===== config.mk =====
export PLATFORM = sky130hd
export DESIGN_NAME = arbiter_wrr
export DESIGN_NICKNAME = d
export VERILOG_FILES = /design/src/rtl/arbiter_wrr.sv
export SDC_FILE = /design/constraint.sdc
export NUM_CORES = 1
export LEC_CHECK = 0
export ABC_CLOCK_PERIOD_IN_PS = 3800
export CORE_MARGIN = 5
export CORE_UTILIZATION = 49
export CTS_CLUSTER_SIZE = 30
export DETAILED_ROUTE_END_ITERATION = 8
export GPL_ROUTABILITY_DRIVEN = 1
export GPL_TIMING_DRIVEN = 0
export PLACE_DENSITY = 0.83
export RECOVER_POWER = 100
export SKIP_LAST_GASP = 1
export SLEW_MARGIN = 20
export SYNTH_ARGS = -nofsm -noshare
export SYNTH_HDL_FRONTEND = slang
export SYNTH_SLANG_ARGS = --single-unit

===== constraint.sdc =====
create_clock -name clk -period 3.8 [get_ports clk]
set_input_delay 0.76 -clock clk [delete_from_list [all_inputs] [get_ports clk]]
set_output_delay 0.76 -clock clk [all_outputs]
set_load 0.1 [all_outputs]

===== src/rtl/arbiter_wrr.sv =====
// Weighted round-robin arbiter with registered one-hot grant and per-port burst credit.
// Optional port lock is compiled in with ARB_WRR_LOCK_EN.
module arbiter_wrr #(
  parameter int unsigned NUM_PORTS = 4,
  parameter int unsigned WEIGHT_W  = 4,
  parameter int unsigned MODE      = 1
) (
  input  logic                            clk,
  input  logic                            rst_n,
  input  logic [NUM_PORTS-1:0]            request,
  input  logic [NUM_PORTS*WEIGHT_W-1:0]   weights,
`ifdef ARB_WRR_LOCK_EN
  input  logic                            lock,
`endif
  output logic [NUM_PORTS-1:0]            grant,
  output logic [$clog2(NUM_PORTS)-1:0]    grant_idx,
  output logic                            active
);

  localparam int unsigned IDX_W = $clog2(NUM_PORTS);

  typedef enum logic {IDLE, OWNED} state_t;

  state_t                 state_q, state_n;
  logic [NUM_PORTS-1:0]   grant_q, grant_n;
  logic [IDX_W-1:0]       idx_q, idx_n;
  logic [IDX_W-1:0]       ptr_q, ptr_n;
  logic [WEIGHT_W-1:0]    credit_q, credit_n;
  logic                   active_q, active_n;

  logic [WEIGHT_W-1:0]    w_arr [NUM_PORTS];
  logic                   rr_found;
  logic [IDX_W-1:0]       rr_idx;
  logic                   fp_found;
  logic [IDX_W-1:0]       fp_idx;
  logic                   lock_hold;
  logic                   owner_keeps;

  for (genvar i = 0; i < NUM_PORTS; i++) begin : g_weights
    assign w_arr[i] = weights[i*WEIGHT_W +: WEIGHT_W];
  end

`ifdef ARB_WRR_LOCK_EN
  assign lock_hold = lock;
`else
  assign lock_hold = 1'b0;
`endif

  // Round-robin search: walk downward from ptr, wrapping modulo NUM_PORTS.
  always_comb begin : rr_search
    logic [IDX_W-1:0] c;
    rr_found = 1'b0;
    rr_idx   = '0;
    c        = '0;
    for (int unsigned k = 0; k < NUM_PORTS; k++) begin
      c = IDX_W'((32'(ptr_q) + NUM_PORTS - k) % NUM_PORTS);
      if (!rr_found && request[c]) begin
        rr_found = 1'b1;
        rr_idx   = c;
      end
    end
  end

  // Fixed priority: the highest-index requester wins.
  always_comb begin : fp_search
    fp_found = 1'b0;
    fp_idx   = '0;
    for (int unsigned i = 0; i < NUM_PORTS; i++) begin
      if (request[i]) begin
        fp_found = 1'b1;
        fp_idx   = IDX_W'(i);
      end
    end
  end

  // Lock holds the owner regardless of remaining credit; otherwise credit must exceed one.
  assign owner_keeps = (state_q == OWNED) && request[idx_q] &&
                       (lock_hold || (credit_q > WEIGHT_W'(1)));

  always_comb begin : next_state
    state_n  = state_q;
    grant_n  = grant_q;
    idx_n    = idx_q;
    ptr_n    = ptr_q;
    credit_n = credit_q;
    if (MODE == 0) begin
      if (fp_found) begin
        state_n = OWNED;
        idx_n   = fp_idx;
        grant_n = NUM_PORTS'(1) << fp_idx;
      end else begin
        state_n = IDLE;
        grant_n = '0;
      end
    end else if (owner_keeps) begin
      if (!lock_hold) begin
        credit_n = credit_q - WEIGHT_W'(1);
      end
    end else if (rr_found) begin
      state_n  = OWNED;
      idx_n    = rr_idx;
      grant_n  = NUM_PORTS'(1) << rr_idx;
      credit_n = (w_arr[rr_idx] == '0) ? WEIGHT_W'(1) : w_arr[rr_idx];
      ptr_n    = IDX_W'((32'(rr_idx) + NUM_PORTS - 1) % NUM_PORTS);
    end else begin
      state_n = IDLE;
      grant_n = '0;
    end
    active_n = |grant_n;
  end

  always_ff @(posedge clk or negedge rst_n) begin
    if (!rst_n) begin
      state_q  <= IDLE;
      grant_q  <= '0;
      idx_q    <= '0;
      ptr_q    <= IDX_W'(NUM_PORTS - 1);
      credit_q <= '0;
      active_q <= 1'b0;
    end else begin
      state_q  <= state_n;
      grant_q  <= grant_n;
      idx_q    <= idx_n;
      ptr_q    <= ptr_n;
      credit_q <= credit_n;
      active_q <= active_n;
    end
  end

  assign grant     = grant_q;
  assign grant_idx = idx_q;
  assign active    = active_q;

  a_grant_onehot0: assert property (@(posedge clk) disable iff (!rst_n) $onehot0(grant_q));
  a_active_match:  assert property (@(posedge clk) disable iff (!rst_n) active_q == (|grant_q));

endmodule


Word-level counts from Yosys, hierarchy flattened
Index checks and enable logic that the tools add are counted.
Operators by class
  magnitude comparators: 7
  $add $sub $neg: 7
  bitwise gates (word level): 2
  shifts and indexed selects: 1
  muxes and demuxes: 27
  reduce and logical (&&, ||, !) cells: 12
Operators with widths (count)
  2-to-1 mux 4 bit: 7
  < comparator 2 x 3 -> 1 bit, second input constant: 5
  binary-select mux 1 bit (select 2 bit): 5
  2-to-1 mux 1 bit: 10
  binary-select mux 4 bit (select 2 bit): 1
  2-to-1 mux 2 bit: 4
  logical AND 1 bit: 5
  adder 2 x 1 -> 2 bit, second input constant: 2
  greater-than comparator 4 x 1 -> 1 bit, second input constant: 1
  zero test 4 bit: 1
  OR reduction 4 bit: 1
  << shifter 1 x 2 -> 4 bit, first input constant: 1
  subtractor 2 x 1 -> 2 bit, second input constant: 2
  subtractor 2 bit, second input constant: 2
  subtractor 4 x 1 -> 4 bit, second input constant: 1
  >= comparator 3 bit, second input constant: 1
  zero test 1 bit: 3
  NOT 2 -> 3 bit: 1
  AND reduction 2 bit: 1
  nonzero test 2 bit: 1
  NOT 1 bit: 1
Word-level totals
  logic and storage cells: 62
  output and inout port bits: 7
  bits in registers: 14
  bits of input ports: 22

Longest topological paths before layout
  word-level depth: 21
  gate-level depth with buffers: 8
  depth with buffers taken out: 8

Worst setup path after synthesis
OpenSTA, ideal clock, no wires.
  path type: reg2reg
  from: register idx_q[0] (netlist: grant_idx[0])
  to: register credit_q[3]
  cell stages (with the launch flop): 6
  arrival: 2.285 ns
  library setup time: 0.120 ns
  data required time: 3.680 ns
  path slack: 1.395 ns
  period minus slack after synthesis: 2.405 ns
  cells stage by stage: dfrtp_1 mux4_2 o311a_1 nor2_1 o21ai_0 and3_1
Between the ends
  longest elaborated chain between the ends: 5
  elaborated cells on any way between the ends: 6
  those cells by class: 3 x mux; 3 x reduce/logical
RTL lines
  start, declared: line 26  | logic [IDX_W-1:0] idx_q, idx_n;
  start signal, assigned: line 123  | idx_q <= idx_n;
  binary-select mux 1 bit (select 2 bit) *: line 77  | assign owner_keeps = (state_q == OWNED) && request[idx_q] &&
  2-to-1 mux 1 bit (not written as such) *: line 77
  logical AND 1 bit * (2 in series): line 77
  2-to-1 mux 4 bit / nonzero test 2 bit (equally long branches)
  end signal, assigned: line 125  | credit_q <= credit_n;
  end, declared: line 28  | logic [WEIGHT_W-1:0] credit_q, credit_n;
Mark *: on every way between the ends. The rest lies on a longest branch, timed or not. The select of a mux whose other input is x is not followed.
A chain may end at the register's enable or synchronous reset.

Final worst setup path
  from: input request[1]
  to: register credit_q[0]
Between the ends
  longest elaborated chain between the ends: 20
  elaborated cells on any way between the ends: 35
  those cells by class: 24 x mux; 1 x bitwise; 10 x reduce/logical
RTL lines
  start, declared: line 10  | input logic [NUM_PORTS-1:0] request,
  binary-select mux 1 bit (select 2 bit): line 57  | if (!rr_found && request[c]) begin
  2-to-1 mux 1 bit (not written as such): line 57
  2-to-1 mux 1 bit: line 57
  zero test 1 bit: line 57
  logical AND 1 bit: line 57
  2-to-1 mux 1 bit: line 57
  zero test 1 bit: line 57
  logical AND 1 bit: line 57
  [... 3 more ...]
  2-to-1 mux 2 bit: line 57
  NOT 2 -> 3 bit (not written as such): line 103  | credit_n = (w_arr[rr_idx] == '0) ? WEIGHT_W'(1) : w_arr[rr_idx];
  binary-select mux 4 bit (select 2 bit): line 103
  2-to-1 mux 4 bit (not written as such) (2 in series): line 103
  zero test 4 bit: line 103
  2-to-1 mux 4 bit: line 103
  2-to-1 mux 4 bit: line 99  | end else if (rr_found) begin
  2-to-1 mux 4 bit: line 95  | end else if (owner_keeps) begin
Several ways; a longest one is shown, not always the timed one. The select of a mux whose other input is x is not followed.

==> out/metrics.yaml <==
vdd_ir_drop_max_mv: 0.502
yosysTopAreaCell: "dfrtp_1"
num_vias: 927
dp_slack_ps: 932
grt_pass1_wl_um: 3880
syn_area_um2: 971
cp.required_ps: 3970
grt_pass1_vias: 879
finClkSkew_ps: 2.62
routed_wl_um: 2370
core_area_mm2: 0.00192
topRoutingLayerUsed: "met4"
finalCritPeriodShare_pct: 78.0
setup_ws_ps: 838
r2r_cells: 7
p_int_uw: 541
clockPowerShare_pct: 9.0
drc: 0
timing.rr.end: "active$_DFF_PN0_"
cts_setup_buffers: 0
arrival_ps: 3130
p_comb_share_pct: 65.1
path_clk_slew_ps: 80
hold_buffers: 0
post-dp-hpwl_um: 1900
drt-initial-drc-count: 9
numCtsBuffers: 3
synth_cell_types: 38
drive_gt1_share_pct: 12.7
grt_overflow: 0
clockBufferDepth: 2
drtPass1Iterations: 4
hold_path_end: "grant[3]$_DFF_PN0_"
rr_startpoint: "ptr_q[1]$_DFFE_PN1P_"
yosys_register_bits: 14
end_kind: "flop"
finalHoldViolCount: 0
ios: 29
synth_top_flop_cell: "dfrtp_1"
root_buffer: "clkbuf_4"
row_count: 16
numPortBuffers: 28
die_x_um: 54.5
wire_per_inst_um: 14.7
cts_sinks: 14
cap_violations: 0
syn_inst: 102
fill_cells: 157
wl_met1_um: 916
utilization_pct: 68.2
cellLeakagePower_uw: 0.000583
cts_tree: "built"
ys_seq_area_share_pct: 36.3
via_per_inst: 5.76
grt.total_usage_pct: 18.6
grt_max_degree: 15
synthTopCellsByArea: "dfrtp_1 31%, ha_1 7.7%, nand2_1 7.0%"
place.gp.congestion: 0.793
synth-edff-count: 0
power_frac_seq_pct: 25.9
syn_avg_cell_area_um2: 9.52
worstHoldStart: "grant[3]$_DFF_PN0_"
switching_share_pct: 54.3
status: "finished, final reports clean"
tns_ps: 0
area_growth_pct: 35.1
hp-class: "flop to flop"
die_h_um: 54.5
start_kind: "primary input"
ant_nets: 0
start_util_pct: 50.5
timing.fmax_mhz: 338
syn_nets: 130
die_area_mm2: 0.00297
antenna_found_initial: 0
worstMarginPinSlew_ps: 984
clock_latency_ps: 280
antennaDiodeCount: 0
period_minus_slack_ps: 2960
synthArstFlopShare_pct: 100
power_density_mw_per_mm2: 902
nNetsFinal: 163
final-max-slew-violation-count: 0
synth_top_cell_area_share_pct: 30.9
setup_viol: 0
p_sw_uw: 642
met3_length_um: 145
r2r_slack_ps: 1550
route.met2.wl_um: 1250
cts_max_level: 1
rsz0062_at_grt: "no"
holdPathStages: 2
yosysWarningCount: 0
relSlewSlack_pct: 34.2
cp_max_fo: 7
critPathKind: "primary input to flop"
cts_resized: 0
==> Yosys cell counts, drive strengths merged, types with 2 or more instances <==
library cell and instances:
mux2i 2, dfrtp 12, and3 7, mux2 2, o31ai 2, dfstp 2
nand3 5, o21ai 7, ha 6, a211oi 6, a21oi 3, nor4 2
nor2 7, inv 4, nand2 18
==> critical path, stage by stage <==
cell and delay (ps):
dlygate4sd3_1 630, nor4_1 840, inv_1 300, nand2_1 290, o31ai_1 120, a31o_1 190
==> per-stage QoR <==
stage / power (uW) / cell area, um^2 / cells / hold WS, ps
2_1_floorplan: 901 / 971 / 102 / 464
3_3_place_gp: 1070 / 1280 / 157 / 478
3_5_place_dp: 1100 / 1280 / 157 / 487
4_1_cts: 1200 / 1320 / 161 / 508
5_1_grt: 1270 / 1310 / 161 / 545
6_report: 1180 / 1310 / 161 / 499
==> worst max-delay path by stage <==
stage,slack [ps],to,from,depth (start not counted)
floorplan,1400,credit_q[3]$_DFFE_PN0P_,grant_idx[0]$_DFFE_PN0P_,5
global placement,940,credit_q[3]$_DFFE_PN0P_,request[2],6
detailed placement,930,credit_q[3]$_DFFE_PN0P_,request[1],6
CTS,1190,grant_idx[1],grant_idx[1]$_DFFE_PN0P_,1
global route,580,credit_q[0]$_DFFE_PN0P_,request[1],6
finish,840,credit_q[0]$_DFFE_PN0P_,request[1],6
==> sequential cells by signal, indices dropped and copies added (netlist names) <==
register,flops
grant,4
ptr_q,2
active,1
state_q,1
grant_idx,2
credit_q,4
==> logic make-up (layout without fill, tap and decap cells) <==
family	count (synthesis)	in the layout	synth area share, %
AO/OA/AOI/OAI	28	28	23.8
adder cells (fa/ha/maj)	6	6	7.73
multiplexers	5	5	7.09
AND/OR/NAND/NOR	43	43	21.8
flip-flops	14	14	36.3
buffers and inverters	6	38	3.22
==> power groups by stage <==
stage	Sequential, uW	Clock, uW	Combinational (uW)
finish	307	106	770
detailed placement	309	0	787
global placement	299	0	769
global route	317	121	833
floorplan	544	0	357
CTS	308	109	788
==> placed cells by master, fill, tap and decap left out, types with 5 or more instances in the layout <==
cell type	n
o21ai_0	5
dfrtp_1	12
and3_1	7
a211oi_1	5
nor2_1	7
dlygate4sd3_1	9
nand2_1	18
ha_1	6
clkdlybuf4s50_1	19
nand3_1	5
==> per-layer routing <==
| layer | GRT usage [%] | up-vias |
|---|---|---|
| met3 | 3.00 | 6 |
| li1 | - | 445 |
| met5 | 0 | - |
| met1 | 21.4 | 437 |
| met4 | 12.9 | 0 |
| met2 | 31.3 | 39 |
==> layout make-up <==
type	instances	area (um^2)	share of cell area [%]
inverter	5	23.8	1.81
timing repair buffer	28	280	21.4
clock buffer	4	36.3	2.77
buffer	1	7.51	0.573
sequential	14	353	26.9
multi-input combinational	82	577	44.0
tap	27	33.8	2.58
No activity file was read; power rests on OpenSTA's default activity.
